File: config.mk
export PLATFORM = sky130hd
export DESIGN_NAME = signal_arbiter_engine_flat
export DESIGN_NICKNAME = d
export VERILOG_FILES = /design/src/rtl/signal_arbiter_engine_pkg.sv /design/src/rtl/signal_arbiter_engine_if.sv /design/src/rtl/signal_arbiter_engine_sig_fifo.sv /design/src/rtl/signal_arbiter_engine.sv /design/src/flat_wrapper.sv
export SDC_FILE = /design/constraint.sdc
export NUM_CORES = 1
export LEC_CHECK = 0
export CELL_PAD_IN_SITES_DETAIL_PLACEMENT = 1
export CELL_PAD_IN_SITES_GLOBAL_PLACEMENT = 1
export CORE_ASPECT_RATIO = 0.7
export CORE_MARGIN = 3
export CORE_UTILIZATION = 25
export DETAILED_ROUTE_END_ITERATION = 10
export PLACE_DENSITY = 0.48
export REMOVE_ABC_BUFFERS = 1
export SYNTH_ARGS = -nofsm -noshare
export SYNTH_HDL_FRONTEND = slang
export SYNTH_SLANG_ARGS = --single-unit
File: constraint.sdc
create_clock -name clk -period 12.65 [get_ports clk]
set_input_delay 1.8975 -clock clk [delete_from_list [all_inputs] [get_ports clk]]
set_output_delay 1.8975 -clock clk [all_outputs]
set_load 0.05 [all_outputs]
File: src/rtl/signal_arbiter_engine_pkg.sv
// Shared types, action/mode encodings and the per-order decision rule for the signal arbiter engine.
package axi_stream_pkg;

    localparam logic [1:0] ACTION_HOLD = 2'b00;
    localparam logic [1:0] ACTION_BUY  = 2'b01;
    localparam logic [1:0] ACTION_SELL = 2'b10;

    localparam logic [1:0] MODE_ALWAYS_BUY  = 2'b00;
    localparam logic [1:0] MODE_QTY_THRESH  = 2'b01;
    localparam logic [1:0] MODE_ALWAYS_SELL = 2'b10;
    localparam logic [1:0] MODE_HOLD        = 2'b11;

    typedef struct packed {
        logic [31:0] shares;
        logic [31:0] price;
    } parsed_add_order_t;

    typedef struct packed {
        logic        valid;
        logic [1:0]  action;
        logic [15:0] confidence;
        logic [31:0] price;
        logic [31:0] quantity;
    } trade_signal_t;

    function automatic logic [1:0] decide_action(input logic [1:0] mode,
                                                 input logic [31:0] shares,
                                                 input logic [31:0] thresh);
        logic [1:0] act;
        act = ACTION_HOLD;
        case (mode)
            MODE_ALWAYS_BUY:  act = ACTION_BUY;
            MODE_QTY_THRESH:  act = (shares >= thresh) ? ACTION_BUY : ACTION_HOLD;
            MODE_ALWAYS_SELL: act = ACTION_SELL;
            default:          act = ACTION_HOLD;
        endcase
        return act;
    endfunction

endpackage

File: src/rtl/signal_arbiter_engine_if.sv
// Order-input and trade-signal-output handshake bundle for the signal arbiter engine.
interface signal_arbiter_engine_if
    import axi_stream_pkg::*;
#(
    parameter int NUM_CH = 2
);
    logic [NUM_CH-1:0]             in_valid;
    parsed_add_order_t [NUM_CH-1:0] in_order;
    logic [NUM_CH-1:0]             in_ready;
    logic                          m_valid;
    trade_signal_t                 m_signal;
    logic                          m_ready;

    modport slave  (input  in_valid, in_order, m_ready,
                    output in_ready, m_valid, m_signal);
    modport master (output in_valid, in_order, m_ready,
                    input  in_ready, m_valid, m_signal);
endinterface

File: src/rtl/signal_arbiter_engine_sig_fifo.sv
// First-word-fall-through FIFO; o_data shows the head entry combinationally while not empty.
module sig_fifo #(
    parameter int WIDTH = 8,
    parameter int DEPTH = 8
) (
    input  logic             clk,
    input  logic             rst,
    input  logic             i_push,
    input  logic [WIDTH-1:0] i_data,
    input  logic             i_pop,
    output logic [WIDTH-1:0] o_data,
    output logic             o_full,
    output logic             o_empty
);
    localparam int AW = $clog2(DEPTH);

    logic [WIDTH-1:0] r_mem [DEPTH];
    logic [AW:0]      r_wr;
    logic [AW:0]      r_rd;
    logic             w_wr_en;
    logic             w_rd_en;

    // Extra pointer MSB distinguishes full from empty when the index bits match.
    assign o_empty = (r_wr == r_rd);
    assign o_full  = (r_wr[AW] != r_rd[AW]) && (r_wr[AW-1:0] == r_rd[AW-1:0]);
    assign w_wr_en = i_push && !o_full && !rst;
    assign w_rd_en = i_pop && !o_empty;
    assign o_data  = r_mem[r_rd[AW-1:0]];

    always_ff @(posedge clk) begin
        if (rst) begin
            r_wr <= '0;
            r_rd <= '0;
        end else begin
            if (w_wr_en) r_wr <= r_wr + 1'b1;
            if (w_rd_en) r_rd <= r_rd + 1'b1;
        end
    end

    always_ff @(posedge clk) begin
        if (w_wr_en) r_mem[r_wr[AW-1:0]] <= i_data;
    end

endmodule

File: src/rtl/signal_arbiter_engine.sv
// Round-robin arbiter over parsed-order channels feeding a trade-signal FIFO.
// Define SIG_ENGINE_STATS_EN to build the total_signals / stall_cycles counters.
module signal_arbiter_engine
    import axi_stream_pkg::*;
#(
    parameter int          NUM_CH     = 2,
    parameter int          FIFO_DEPTH = 8,
    parameter logic [15:0] CONF_MAX   = 16'h7FFF
) (
    input  logic                     clk,
    input  logic                     rst,
    signal_arbiter_engine_if.slave   bus,
    input  logic [1:0]               mode,
    input  logic [31:0]              qty_thresh,
    output logic [63:0]              total_signals,
    output logic [63:0]              stall_cycles
);
    localparam int IDX_W = (NUM_CH > 1) ? $clog2(NUM_CH) : 1;

    logic [IDX_W-1:0]  r_last;
    logic [IDX_W-1:0]  w_cand;
    logic [IDX_W-1:0]  w_gnt_idx;
    logic              w_gnt_vld;
    logic              w_push;
    logic              w_pop;
    logic              w_full;
    logic              w_empty;
    parsed_add_order_t w_order;
    trade_signal_t     w_push_data;
    logic [$bits(trade_signal_t)-1:0] w_head;

    // Scan channels starting just after the last-served one, wrapping around.
    always_comb begin
        w_gnt_vld = 1'b0;
        w_gnt_idx = '0;
        w_cand    = '0;
        for (int k = 1; k <= NUM_CH; k++) begin
            w_cand = IDX_W'((int'(r_last) + k) % NUM_CH);
            if (!w_gnt_vld && bus.in_valid[w_cand]) begin
                w_gnt_vld = 1'b1;
                w_gnt_idx = w_cand;
            end
        end
    end

    // Full blocks acceptance even when a pop frees a slot this same cycle.
    always_comb begin
        bus.in_ready = '0;
        if (w_gnt_vld && !w_full && !rst) bus.in_ready[w_gnt_idx] = 1'b1;
    end

    assign w_push  = |(bus.in_valid & bus.in_ready);
    assign w_pop   = bus.m_valid && bus.m_ready;
    assign w_order = bus.in_order[w_gnt_idx];

    always_comb begin
        w_push_data          = '0;
        w_push_data.valid    = 1'b1;
        w_push_data.action   = decide_action(mode, w_order.shares, qty_thresh);
        w_push_data.confidence = (w_push_data.action == ACTION_HOLD) ? 16'h0000 : CONF_MAX;
        w_push_data.price    = w_order.price;
        w_push_data.quantity = w_order.shares;
    end

    always_ff @(posedge clk) begin
        if (rst)         r_last <= IDX_W'(NUM_CH - 1);
        else if (w_push) r_last <= w_gnt_idx;
    end

    sig_fifo #(
        .WIDTH ($bits(trade_signal_t)),
        .DEPTH (FIFO_DEPTH)
    ) u_fifo (
        .clk     (clk),
        .rst     (rst),
        .i_push  (w_push),
        .i_data  (w_push_data),
        .i_pop   (w_pop),
        .o_data  (w_head),
        .o_full  (w_full),
        .o_empty (w_empty)
    );

    assign bus.m_valid  = !w_empty;
    assign bus.m_signal = w_empty ? '0 : trade_signal_t'(w_head);

`ifdef SIG_ENGINE_STATS_EN
    logic [63:0] r_total;
    logic [63:0] r_stall;

    always_ff @(posedge clk) begin
        if (rst) begin
            r_total <= '0;
            r_stall <= '0;
        end else begin
            if (w_pop)                          r_total <= r_total + 64'd1;
            if (bus.m_valid && !bus.m_ready)    r_stall <= r_stall + 64'd1;
        end
    end

    assign total_signals = r_total;
    assign stall_cycles  = r_stall;
`else
    assign total_signals = '0;
    assign stall_cycles  = '0;
`endif

endmodule

File: src/flat_wrapper.sv
// flat-port wrapper written by rule: the top's interface ports become plain ports
module signal_arbiter_engine_flat import axi_stream_pkg::*;
#(
    parameter int          NUM_CH     = 2,
    parameter int          FIFO_DEPTH = 8,
    parameter logic [15:0] CONF_MAX   = 16'h7FFF
)
  (clk, rst, mode, qty_thresh, total_signals, stall_cycles, bus_in_valid, bus_in_order, bus_m_ready, bus_in_ready, bus_m_valid, bus_m_signal);
  signal_arbiter_engine_if #(.NUM_CH(NUM_CH)) bus_i ();
  input  logic clk;
  input  logic rst;
  input  logic [1:0] mode;
  input  logic [31:0] qty_thresh;
  output logic [63:0] total_signals;
  output logic [63:0] stall_cycles;
  input wire logic [$bits(bus_i.in_valid)-1:0] bus_in_valid;
  input wire logic [$bits(bus_i.in_order)-1:0] bus_in_order;
  input wire logic [$bits(bus_i.m_ready)-1:0] bus_m_ready;
  output wire logic [$bits(bus_i.in_ready)-1:0] bus_in_ready;
  output wire logic [$bits(bus_i.m_valid)-1:0] bus_m_valid;
  output wire logic [$bits(bus_i.m_signal)-1:0] bus_m_signal;
  assign bus_i.in_valid = bus_in_valid;
  assign bus_i.in_order = bus_in_order;
  assign bus_i.m_ready = bus_m_ready;
  assign bus_in_ready = bus_i.in_ready;
  assign bus_m_valid = bus_i.m_valid;
  assign bus_m_signal = bus_i.m_signal;
  signal_arbiter_engine #(.NUM_CH(NUM_CH), .FIFO_DEPTH(FIFO_DEPTH), .CONF_MAX(CONF_MAX)) u_core (.clk(clk), .rst(rst), .bus(bus_i), .mode(mode), .qty_thresh(qty_thresh), .total_signals(total_signals), .stall_cycles(stall_cycles));
endmodule
==> impl_metrics.csv <==
group,metric,value,unit
outcome,status,"finished, final reports clean",
timing,hold_ws,0.495,ns
layout,final_area,0.0289,mm^2
route,drc,0,
timing,slew_viol_final,0,
worst_setup_path,critPathLaunchType,"flop",
synth,yosys_warnings,0,
synth,yosysTopAreaCell,"edfxtp_1",
floorplan,die_area,0.0980,mm^2
worst_setup_path,reg2reg_from,"u_core.r_last$_SDFFE_PP1N_",
layout,utilization,0.312,
synth,ys_ff_latch,548,
cts,cts_tree,"yes",
route,vias,11700,
worst_setup_path,arrival,4.44,ns
floorplan,dieHeight,263,um
power_and_ir_drop,power_density,186,mW/mm^2
worst_setup_path,r2r_cells,8,
timing,setup-violations-final,0,
cts,cts_max_level,2,
timing,min_period,6.34,ns
worst_setup_path,r2r_slack,8.76,ns
worst_setup_path,reg2reg_to,"u_core.u_fifo.r_mem[4][78]$_DFFE_PP_",
global_route,antenna_found_initial,0,
placement,place.port_buffers,251,
floorplan,initial_core_util,0.254,
cts,insertion_delay,0.60,ns
power_and_ir_drop,power.leakage,9.29,nW
layout,n_fill_cell,9448,
cts,postCtsHoldBufs,0,
timing,finClkSkew,0.0188,ns
route,postRouteAntennaNets,0,
layout,drive_gt1_frac,0.215,
route,wirelength,61500,um
layout,fin_nets,1712,
route,dr.pass1.iters,4,
timing,post-route-period-util,0.501,
synth,ys_seq_area_frac,0.693,
power_and_ir_drop,vdd_drop_max,0.110,mV
synth,synthFlopType,"edfxtp_1",
floorplan,io_pins,381,
worst_setup_path,end_kind,"output pin",
synth,netlist_area,0.0236,mm^2
timing,hold_viol_final,0,
cts,cts_setup_buffers,0,
cts,cts_root_buf,"clkbuf_16",
cts,cts_buffers,58,
placement,postPlaceCellArea,0.0270,mm^2
layout,insertedDiodeCount,0,
global_route,grt_pass1_vias,13000,
worst_setup_path,cp.required,10.75,ns
global_route,grt_overflow,0,
synth,ys_top_cells_by_area,"edfxtp_1 (68%), mux4_2 (13%), buf_4 (4.7%), mux2_2 (3.0%), mux2i_1 (3.0%)",
floorplan,core,0.0927,mm^2
layout,area_growth,22.8,%
synth,netlist_instances,1248,
worst_setup_path,cp_max_fo,46,
timing,fin_ws,6.31,ns
synth,syn_area_per_cell,18.9,um^2
placement,pre_cts_ws,6.41,ns
global_route,grt_pass1_wl,89800,um
power_and_ir_drop,total_power,5.40,mW
timing,rsz0062_at_grt,"false",
hold_path,min_path_type,"reg -> reg",
placement,post-dp-hpwl,36200,um
placement,routabilityCongestion,0.665,
synth,ys_types,45,
cts,clock_path_buffers,3,
job,maxCapViolations,0,
floorplan,die_x,373,um
timing,fmax,158,MHz
synth,synth.top_cell.area_share,0.683,
cts,cts.sinks,548,
timing,relSlewSlack,0.282,
worst_setup_path,worstSetupPathType,"reg -> out",
worst_setup_path,setup.worst_path.end,"bus_m_signal[8]",
route,drtIter0Drc,661,
timing,worst_pin_slew,1.05,ns
floorplan,rows,93,
synth,synthArstFlopShare,0,
cts,clk_pin_slew,0.06,ns
route,wl_per_cell,22.0,um
global_route,grt_max_degree,68,
synth,synth_edf_count,536,
route,routed_via_density,4.17,
global_route,grt_use_total,0.123,
cts,cts.repair.resized,0,
## cell type report
type	count	area [um^2]	area share
flip-flops and latches	548	16300	0.565
multi-input cells	592	6230	0.215
repair buffers	275	2710	0.0935
well taps	1235	1550	0.0534
clock buffers	62	1490	0.0514
clock inverters	48	487	0.0168
inverters	36	135	0.00467
## cells in the mapped netlist (2+ instances only)
master     instances
edfxtp_1         536
buf_4            146
mux4_2           134
nor2_1            82
mux2i_1           70
mux2_2            63
inv_1             35
ha_1              34
buf_2             31
clkbuf_1          13
dfxtp_1           12
a21oi_1           10
nand2_1           10
buf_6              8
nand3_1            6
nor3_1             6
xnor2_1            6
nand2b_1           5
nand4_1            4
a21o_1             3
and3_1             3
xor2_1             3
a2111oi_0          2
and4_1             2
buf_1              2
o21ai_0            2
o41ai_1            2
## placed cells by master, fill, tap and decap left out, types with 5 or more instances in the layout
cell type / synthesis / routed
mux2_2: 63 / 63
a21oi_1: 10 / 10
clkinv_1: 0 / 10
clkbuf_16: 0 / 59
clkinv_2: 0 / 18
clkinvlp_4: 0 / 7
nand2_1: 10 / 10
nor2_1: 82 / 80
ha_1: 34 / 34
buf_4: 146 / 23
xnor2_1: 6 / 6
bufinv_16: 0 / 8
edfxtp_1: 536 / 536
conb_1: 1 / 129
mux4_2: 134 / 134
nand2b_1: 5 / 5
mux2i_1: 70 / 70
inv_1: 35 / 35
clkdlybuf4s50_1: 0 / 251
nand3_1: 6 / 6
dfxtp_1: 12 / 9
## per-stage QoR
stage               setup TNS (ns)  instances
finish                           0       2796
global route                     0       2796
CTS                              0       2796
detailed placement               0       2686
global placement                 0       2686
floorplan                   -71.08       1176
## critical path, stage by stage (launching register included)
cell and delay (ns):
dfxtp_4 0.96, buf_4 0.90, mux4_2 0.39, mux2i_1 0.07, nor2_1 0.49, clkdlybuf4s50_1 0.92
## state kept, by name (all words and copies together), names as in the netlist, named ones only
signal	cells
u_core.u_fifo.r_rd	4
u_core.r_last	1
u_core.u_fifo.r_wr	4
u_core.u_fifo.r_mem	536
## worst min-delay path by stage
stage / from / cells after the start / end / slack (ns)
2_1_floorplan: u_core.u_fifo.r_wr[3]$_SDFFE_PP0P_ / 1 / u_core.u_fifo.r_wr[3]$_SDFFE_PP0P_ / 0.46
3_3_place_gp: u_core.u_fifo.r_wr[3]$_SDFFE_PP0P_ / 1 / u_core.u_fifo.r_wr[3]$_SDFFE_PP0P_ / 0.48
3_5_place_dp: u_core.u_fifo.r_wr[3]$_SDFFE_PP0P_ / 1 / u_core.u_fifo.r_wr[3]$_SDFFE_PP0P_ / 0.49
4_1_cts: u_core.u_fifo.r_wr[3]$_SDFFE_PP0P_ / 1 / u_core.u_fifo.r_wr[3]$_SDFFE_PP0P_ / 0.50
5_1_grt: u_core.u_fifo.r_wr[3]$_SDFFE_PP0P_ / 1 / u_core.u_fifo.r_wr[3]$_SDFFE_PP0P_ / 0.55
6_report: u_core.u_fifo.r_wr[3]$_SDFFE_PP0P_ / 1 / u_core.u_fifo.r_wr[3]$_SDFFE_PP0P_ / 0.50
## report_power, final
group	switching (mW)	internal, mW
Clock	0.720	1.02
Combinational	0.985	0.545
Sequential	0.0527	2.07
Total	1.76	3.64
## cell families after synthesis
logic type | after synthesis | share of synthesized area
XOR/XNOR | 9 | 0.00335
multiplexers | 267 | 0.188
AO/OA/AOI/OAI | 27 | 0.00807
adder cells (fa/ha/maj) | 34 | 0.0181
flip-flops | 548 | 0.693
AND/OR/NAND/NOR | 126 | 0.0239
buffers and inverters | 236 | 0.0651
other | 1 | 0.000159
## routing by layer
metal / vias up / GRT usage / part of all wire / wire length, um
li1: 5178 / - / - / -
met1: 6210 / 0.160 / 0.44 / 27300
met2: 198 / 0.214 / 0.50 / 30900
met3: 69 / 0.0254 / 0.040 / 2460
met4: 0 / 0.0232 / 0.014 / 879
met5: - / 0 / 0 / 0
(Power assumes the default switching activity.)
